[config.mk]
export PLATFORM = sky130hd
export DESIGN_NAME = sseg_scan_capture
export DESIGN_NICKNAME = d
export VERILOG_FILES = /design/src/rtl/sseg_scan_capture_pkg.sv /design/src/rtl/sseg_scan_capture_input_sync.sv /design/src/rtl/sseg_scan_capture.sv
export SDC_FILE = /design/constraint.sdc
export NUM_CORES = 1
export LEC_CHECK = 0
export ABC_AREA = 1
export BUFFER_PORTS_ARGS = -buffer_cell sky130_fd_sc_hd__buf_2
export CAP_MARGIN = 20
export CELL_PAD_IN_SITES_DETAIL_PLACEMENT = 0
export CELL_PAD_IN_SITES_GLOBAL_PLACEMENT = 1
export CORE_MARGIN = 8
export CORE_UTILIZATION = 43
export CTS_BUF_LIST = sky130_fd_sc_hd__clkbuf_4
export CTS_CLUSTER_DIAMETER = 120
export CTS_CLUSTER_SIZE = 12
export DETAILED_ROUTE_END_ITERATION = 8
export PLACE_DENSITY_LB_ADDON = 0.1
export SETUP_SLACK_MARGIN = 0.1
export SYNTH_ARGS = -nofsm -noshare
export SYNTH_HDL_FRONTEND = slang
export SYNTH_HIERARCHICAL = 1
export SYNTH_SLANG_ARGS = --single-unit
[constraint.sdc]
create_clock -name clk -period 3.2 [get_ports clk]
set_clock_uncertainty 0.05 [all_clocks]
set_input_delay 0.16 -clock clk [delete_from_list [all_inputs] [get_ports clk]]
set_output_delay 0.16 -clock clk [all_outputs]
set_load 0.02 [all_outputs]
[src/rtl/sseg_scan_capture_pkg.sv]
// Shared definitions for the seven-segment scan capture monitor:
// FSM state encoding, idle bus constants and the anode select decoder.
package sseg_scan_capture_pkg;

    typedef enum logic {
        SETTLING = 1'b0,
        HOLD     = 1'b1
    } cap_state_t;

    localparam logic [7:0] SEG_BLANK  = 8'hFF;
    localparam logic [3:0] ANODE_NONE = 4'hF;

    typedef struct packed {
        logic       valid;
        logic [1:0] idx;
    } anode_dec_t;

    // Slot index and one-hot-valid flag for an active-low anode select.
    function automatic anode_dec_t anode_decode(input logic [3:0] an);
        anode_dec_t r;
        r.valid = 1'b1;
        r.idx   = 2'd0;
        case (an)
            4'b1110: r.idx = 2'd0;
            4'b1101: r.idx = 2'd1;
            4'b1011: r.idx = 2'd2;
            4'b0111: r.idx = 2'd3;
            default: r.valid = 1'b0;
        endcase
        return r;
    endfunction

endpackage

[src/rtl/sseg_scan_capture_input_sync.sv]
// Parameterised 2-flop synchronizer for the snooped anode/segment bus.
// Both stages reset to RST_VAL so the bus reads as idle out of reset.
// Only instantiated when SSEG_CAPTURE_SYNC_EN is defined.
module sseg_input_sync #(
    parameter int             W       = 12,
    parameter logic [W-1:0]   RST_VAL = '1
) (
    input  logic         clk,
    input  logic         rst,
    input  logic [W-1:0] i_d,
    output logic [W-1:0] o_q
);

    logic [W-1:0] r_meta;
    logic [W-1:0] r_sync;

    // Two back-to-back flops resolve metastability on the asynchronous bus.
    always_ff @(posedge clk) begin
        if (rst) begin
            r_meta <= RST_VAL;
            r_sync <= RST_VAL;
        end else begin
            r_meta <= i_d;
            r_sync <= r_meta;
        end
    end

    assign o_q = r_sync;

endmodule

[src/rtl/sseg_scan_capture.sv]
// Seven-segment scan bus monitor: de-glitches the multiplexed anode/segment
// bus and rebuilds the four digit patterns into a parallel frame.
// Optional macro SSEG_CAPTURE_SYNC_EN inserts a 2-flop synchronizer on the
// inputs (adds two cycles to every latency) for an asynchronous bus.
module sseg_scan_capture
    import sseg_scan_capture_pkg::*;
#(
    parameter int SETTLE    = 4,
    parameter int TIMEOUT_W = 20
) (
    input  logic        clk,
    input  logic        rst,
    input  logic [3:0]  anode,
    input  logic [7:0]  sseg_in,
    output logic [31:0] digits,
    output logic        frame_valid,
    output logic        frame_err,
    output logic        stale
);

    localparam int                CNT_W   = $clog2(SETTLE) + 1;
    // Accept fires on the cycle whose increment brings the count to SETTLE-1.
    localparam logic [CNT_W-1:0]  CNT_ACC = CNT_W'(SETTLE - 2);

    logic [3:0]            w_anode;
    logic [7:0]            w_seg;
    logic [11:0]           w_sample;
    logic                  w_same;

    cap_state_t            r_state;
    cap_state_t            w_state_next;
    logic [CNT_W-1:0]      r_stab_cnt;
    logic [CNT_W-1:0]      w_cnt_next;
    logic                  w_accept;
    logic [11:0]           r_prev;

    anode_dec_t            w_dec;
    logic                  w_blank;
    logic                  w_multi;
    logic [3:0]            w_slot_oh;
    logic [3:0]            w_seen_set;
    logic [31:0]           w_shadow_wr;

    logic [31:0]           r_shadow;
    logic [3:0]            r_seen;
    logic [31:0]           r_digits;
    logic                  r_frame_valid;
    logic                  r_frame_err;
    logic [TIMEOUT_W-1:0]  r_idle;

`ifdef SSEG_CAPTURE_SYNC_EN
    sseg_input_sync #(
        .W       (12),
        .RST_VAL ({ANODE_NONE, SEG_BLANK})
    ) u_input_sync (
        .clk (clk),
        .rst (rst),
        .i_d ({anode, sseg_in}),
        .o_q ({w_anode, w_seg})
    );
`else
    assign w_anode = anode;
    assign w_seg   = sseg_in;
`endif

    assign w_sample = {w_anode, w_seg};
    assign w_same   = (w_sample == r_prev);

    // Stability FSM state, dwell counter and previous-sample register.
    always_ff @(posedge clk) begin
        if (rst) begin
            r_state    <= SETTLING;
            r_stab_cnt <= '0;
            r_prev     <= {ANODE_NONE, SEG_BLANK};
        end else begin
            r_state    <= w_state_next;
            r_stab_cnt <= w_cnt_next;
            r_prev     <= w_sample;
        end
    end

    // Next state: any change restarts settling; one accept per stable dwell.
    always_comb begin
        w_state_next = r_state;
        w_cnt_next   = r_stab_cnt;
        w_accept     = 1'b0;
        if (!w_same) begin
            w_state_next = SETTLING;
            w_cnt_next   = '0;
        end else if (r_state == SETTLING) begin
            w_cnt_next = r_stab_cnt + CNT_W'(1);
            if (r_stab_cnt == CNT_ACC) begin
                w_accept     = 1'b1;
                w_state_next = HOLD;
            end
        end
    end

    assign w_dec      = anode_decode(w_anode);
    assign w_blank    = (w_anode == ANODE_NONE);
    assign w_multi    = !w_dec.valid && !w_blank;
    assign w_slot_oh  = 4'b0001 << w_dec.idx;
    assign w_seen_set = r_seen | w_slot_oh;

    // Shadow with the accepted pattern merged into its slot, so a frame
    // completed on this edge includes the final digit.
    always_comb begin
        w_shadow_wr = r_shadow;
        case (w_dec.idx)
            2'd0:    w_shadow_wr[7:0]   = w_seg;
            2'd1:    w_shadow_wr[15:8]  = w_seg;
            2'd2:    w_shadow_wr[23:16] = w_seg;
            default: w_shadow_wr[31:24] = w_seg;
        endcase
    end

    // Accept classification: slot write / frame completion / select error.
    always_ff @(posedge clk) begin
        if (rst) begin
            r_shadow      <= '1;
            r_seen        <= '0;
            r_digits      <= '1;
            r_frame_valid <= 1'b0;
            r_frame_err   <= 1'b0;
        end else begin
            r_frame_valid <= 1'b0;
            r_frame_err   <= 1'b0;
            if (w_accept && w_dec.valid) begin
                r_shadow <= w_shadow_wr;
                if (w_seen_set == 4'hF) begin
                    r_digits      <= w_shadow_wr;
                    r_frame_valid <= 1'b1;
                    r_seen        <= '0;
                end else begin
                    r_seen <= w_seen_set;
                end
            end else if (w_accept && w_multi) begin
                r_frame_err <= 1'b1;
                r_seen      <= '0;
            end
        end
    end

    // Idle counter: cleared by any non-blank accept, otherwise saturates.
    always_ff @(posedge clk) begin
        if (rst) begin
            r_idle <= '0;
        end else if (w_accept && !w_blank) begin
            r_idle <= '0;
        end else if (r_idle != '1) begin
            r_idle <= r_idle + TIMEOUT_W'(1);
        end
    end

    assign digits      = r_digits;
    assign frame_valid = r_frame_valid;
    assign frame_err   = r_frame_err;
    assign stale       = (r_idle == '1);

endmodule

# After elaboration in Yosys (flattened, before gate mapping)
# Index checks and enable logic that the tools add are counted.
[word_totals]
regBits = 106
out_inout_bits = 35
wordCells = 57
[classes]
addsub = 2
eq_ne = 12
shifts = 1
n_mux = 15
bitwise_logic = 3
reduce_logical = 15
[op_table]
columns = ["op", "n"]
rows = [
  ["2-to-1 mux 8 bit", 4],
  ["adder 20 x 1 -> 20 bit (second input constant)", 1],
  ["== test 20 bit (second input constant)", 1],
  ["== test 4 bit (second input constant)", 5],
  ["inequality test 20 bit (second input constant)", 1],
  ["== test 12 bit", 1],
  ["2-to-1 mux 4 bit", 3],
  ["OR reduction 2 bit", 4],
  ["2-to-1 mux 1 bit", 7],
  ["one-hot mux 2 bit (3 select lines)", 1],
  ["== test 4 x 3 -> 1 bit (second input constant)", 1],
  ["logical AND 1 bit", 4],
  ["OR 4 bit", 1],
  ["OR reduction 4 bit", 1],
  ["left shift 1 x 2 -> 4 bit (first input constant)", 1],
  ["adder 3 x 1 -> 3 bit (second input constant)", 1],
  ["== test 3 x 2 -> 1 bit (second input constant)", 1],
  ["OR reduction 3 bit", 1],
  ["== test 2 x 1 -> 1 bit (second input constant)", 1],
  ["== test 2 bit (second input constant)", 1],
  ["logical NOT 1 bit", 2],
  ["logical NOT 2 bit", 1],
  ["NOT 1 bit", 2],
  ["AND reduction 2 bit", 1],
  ["nonzero test 2 bit", 1],
]

# Depth between registers and ports, before layout
[depth]
depth_word = 8
ltp_mapped = 12
mapped_depth_nobuf = 11

# Worst setup path after synthesis
# OpenSTA, ideal clock, no wires.
[synth_path]
kind = "register -> register"
startpoint = "reg r_idle[0]"
endpoint = "reg r_idle[0]"
setup_ns = 0.070
t_arrival_ns = 1.611
path_slack_ns = 1.469
path_stages_with_launch = 10
path_buffers = 0
period_less_slack_ns = 1.731
path_cell_list = "dfxtp_1 > ha_1 > nand3_1 > inv_1 > nand2_1 > nor2_1 > nand2_1 > clkinv_1 > or2_2 > a21oi_1"
[synth_via]
elab_chain_cells = 1
elab_cells_between_ends = 2
classes_between = "add/sub (1); eq/ne (1)"
[synth_rtl]
columns = ["element", "line", "rtl"]
rows = [
  ["start: declaration", "sseg_scan_capture.sv:49", "logic [TIMEOUT_W-1:0] r_idle;"],
  ["start signal: assignment", "sseg_scan_capture.sv:151", "r_idle <= r_idle + TIMEOUT_W'(1);"],
  ["adder 20 x 1 -> 20 bit or inequality test 20 bit (tied branches)", "sseg_scan_capture.sv:151, sseg_scan_capture.sv:150", ""],
]
# Several ways; a longest one is shown, not always the timed one.
# A chain may end at the register's enable or synchronous reset.

# Worst setup path in the final report
[layout_path]
startpoint = "reg r_idle[0]"
endpoint = "out stale"
[layout_via]
elab_chain_cells = 1
[layout_rtl]
columns = ["element", "line", "rtl"]
rows = [
  ["== test 20 bit", "sseg_scan_capture.sv:158", "assign stale = (r_idle == '1);"],
  ["end: declaration", "sseg_scan_capture.sv:18", "output logic stale"],
]
# Every way passes these cells.

==> impl_metrics.json <==
{
  "layout.cell_area.non_filler_um2": 5480,
  "crit_arrival_ns": 2.25,
  "outcome": "complete, no violations",
  "fillerInstances": 1175,
  "final_cell_mix": "nand2_1 (227), dfxtp_1 (106), nand3_1 (65), inv_1 (52), buf_2 (48)",
  "gpl.final_weighted_congestion": 0.815,
  "max_slew_margin_pct": 54.7,
  "cts_buffers": 9,
  "min_period_over_period_pct": 77.0,
  "final-max-slew-violation-count": 0,
  "criticalPathCategory": "reg2out",
  "worst_skew_pair_latency_ns": 0.49,
  "clock-sinks": 106,
  "met2_length_um": 5360,
  "startpoint_type": "flip-flop",
  "final_hold_violation_count": 0,
  "drive_above_1_share_pct": 15.5,
  "hold_path_depth": 3,
  "crit-reg2reg-launch": "r_idle[0]",
  "postRouteWirelength_um": 12100,
  "maxCapViolations": 0,
  "area_growth_from_synthesis_to_layout_pct": 10.4,
  "io-pin-count": 49,
  "leakagePower_nw": 2.64,
  "power_density_nw_per_um2": 388,
  "ant_diodes": 0,
  "route.met3.wl_um": 705,
  "crit_path_cell_trace": "ha_1 > nand2_1 > nor3_2 > nand2_1 > nor2_1 > nand2_1 > inv_2 > buf_2",
  "die-height_um": 123,
  "routed.top_layer": "met4",
  "max_freq_mhz": 406,
  "reg2reg_slack_ns": 1.04,
  "wire_per_inst_um": 13.7,
  "viasPerCell": 5.06,
  "place_hpwl_um": 8080,
  "cp-end-kind": "output port",
  "post_cts.repair.setup_buffers": 0,
  "dpl_cell_area_um2": 5230,
  "clk_path_buf_depth": 2,
  "drcViolationCount": 0,
  "path_common_cell": "nand2_1",
  "antenna_left": 0,
  "worst-path-max-fanout": 5,
  "grt_first_pass_wirelength_um": 20400,
  "layoutNonFillerInstCount": 886,
  "synth.avg_cell_area_um2": 7.16,
  "worst_path_largest_cell_delay_ns": 0.40,
  "dieArea_um2": 15200,
  "resized_gates_after_cts": 0,
  "placeableCoreArea_um2": 11300,
  "routedLengthMet1_um": 5900,
  "floorplan.initialDensity_pct": 43.8,
  "design.final.nets": 755,
  "worst-endpoint-required_ns": 2.99,
  "detailedRoute.firstPassIterationCount": 6,
  "syn-num-nets": 710,
  "critPathSlowestCell": "dfxtp_1",
  "totalPowerFinal_mw": 2.13,
  "reg2reg_to": "r_idle[0]",
  "worstHoldStart": "rst",
  "synth_warnings": 6,
  "synth_cell_type_count": 31,
  "rr_worst_depth": 9,
  "cts.clk_slew.worst_paths_ns": 0.16,
  "timing_worst_slew_pin_value_ns": 0.678,
  "track_usage_pct": 16.9,
  "hold-path-endpoint": "r_seen[3]",
  "yosys_register_bits": 106,
  "first_global_vias": 4131,
  "rsz0062_at_grt": "false",
  "drt_iter0_drc": 474,
  "timing.final.crit_period_ns": 2.46,
  "vdd.ir_drop.worst_mv": 0.309,
  "grt-ovfl-total": 0,
  "htree_levels": 3,
  "seq_area_frac_synth_pct": 42.8,
  "root_buffer": "clkbuf_4",
  "syn-cell-area_um2": 4960,
  "rows": 39,
  "initial_antenna_violation_count": 0,
  "placed_cells": 857,
  "die_x_um": 123,
  "vias": 4485,
  "final-setup-viol-count": 0,
  "fin_tns_setup_ns": 0,
  "portBuffers": 48,
  "cts_tree": "yes",
  "grt_max_degree": 46,
  "min_path_type": "in2reg",
  "synthCells": 693,
  "layout_commonest_cell": "nand2_1"
}
## area by class of cell
cell class	instances	area (um2)	area share [%]
repair buffers	67	415	7.58
inverters	60	226	4.13
multi-input cells	494	2420	44.1
well taps	143	179	3.27
flip-flops and latches	106	2120	38.7
clock buffers	10	75.1	1.37
clock inverters	6	42.5	0.777
## what timing repair did
item / CTS / global route
hold buffers: 13 / 0
setup endpoints to repair: 0 / 0
endpoints found under the hold margin: 18 / 0
## routing by layer
metal  GRT usage [%]  vias up
met2            25.6      124
met1            22.6     2026
met3            5.21       12
met4            4.67        0
li1                -     2323
met5               0        -
## logic make-up after synthesis
family / after synthesis / share of synthesized area, %
flip-flops: 106 / 42.8
AO/OA/AOI/OAI: 51 / 5.19
buffers and inverters: 93 / 8.57
XOR/XNOR: 16 / 2.82
adder cells (fa/ha/maj): 3 / 0.757
AND/OR/NAND/NOR: 424 / 39.9
## worst max path at each step
stage	startpoint	end	slack [ns]	cells after the start
6_report	r_idle[0]	stale	0.74	8
3_5_place_dp	anode[3]	digits[21]	0.98	10
2_1_floorplan	r_idle[0]	r_idle[0]	1.47	9
3_3_place_gp	anode[3]	digits[21]	1.00	10
4_1_cts	r_idle[0]	stale	0.69	8
5_1_grt	r_idle[1]	stale	0.51	8
## report_power, final
part           switching [mW]  total (mW)  internal, mW  leakage (nW)
clock                   0.460       0.630         0.170        0.0628
combinational           0.110       0.156        0.0468          1.72
sequential            0.00730        1.34          1.33         0.861
## Yosys cell counts (all sizes together)
library cell / count / area share, %
nand3: 77 / 9.3
a31oi: 2 / 0.25
or2: 2 / 0.25
dfxtp: 106 / 43
nand3b: 1 / 0.15
o21ai: 33 / 3.3
a21oi: 16 / 1.6
nand2: 243 / 19
nor2: 53 / 4.6
clkinv: 3 / 0.25
xor2: 10 / 1.8
nand4: 40 / 5.2
xnor2: 6 / 1.1
buf: 22 / 3.2
clkbuf: 11 / 0.83
ha: 3 / 0.76
nor3: 8 / 0.91
inv: 57 / 4.3
## per-stage QoR
stage | hold WS [ns] | setup slack [ns] | util (%)
after global placement | 0.374 | 1.00 | 46.2
final | 0.420 | 0.735 | 48.4
after floorplan | 0.179 | 1.47 | -
after CTS | 0.388 | 0.694 | 48.4
after global routing | 0.385 | 0.513 | 48.4
after detailed placement | 0.384 | 0.976 | 46.2
## worst max-delay path, delay by kind of cell, from the launching register on
| family | cells | cell delay (ns) |
|---|---|---|
| flip-flops | 1 | 0.40 |
| AND/OR/NAND/NOR | 5 | 0.84 |
| adder cells (fa/ha/maj) | 1 | 0.22 |
| buffers and inverters | 2 | 0.30 |
## state kept, by name, summed over array words and instances, names as in the netlist
register / count
frame_err: 1
digits: 32
r_seen: 4
r_idle: 20
r_shadow: 32
r_state: 1
r_prev: 12
frame_valid: 1
r_stab_cnt: 3
(Power assumes the default switching activity.)
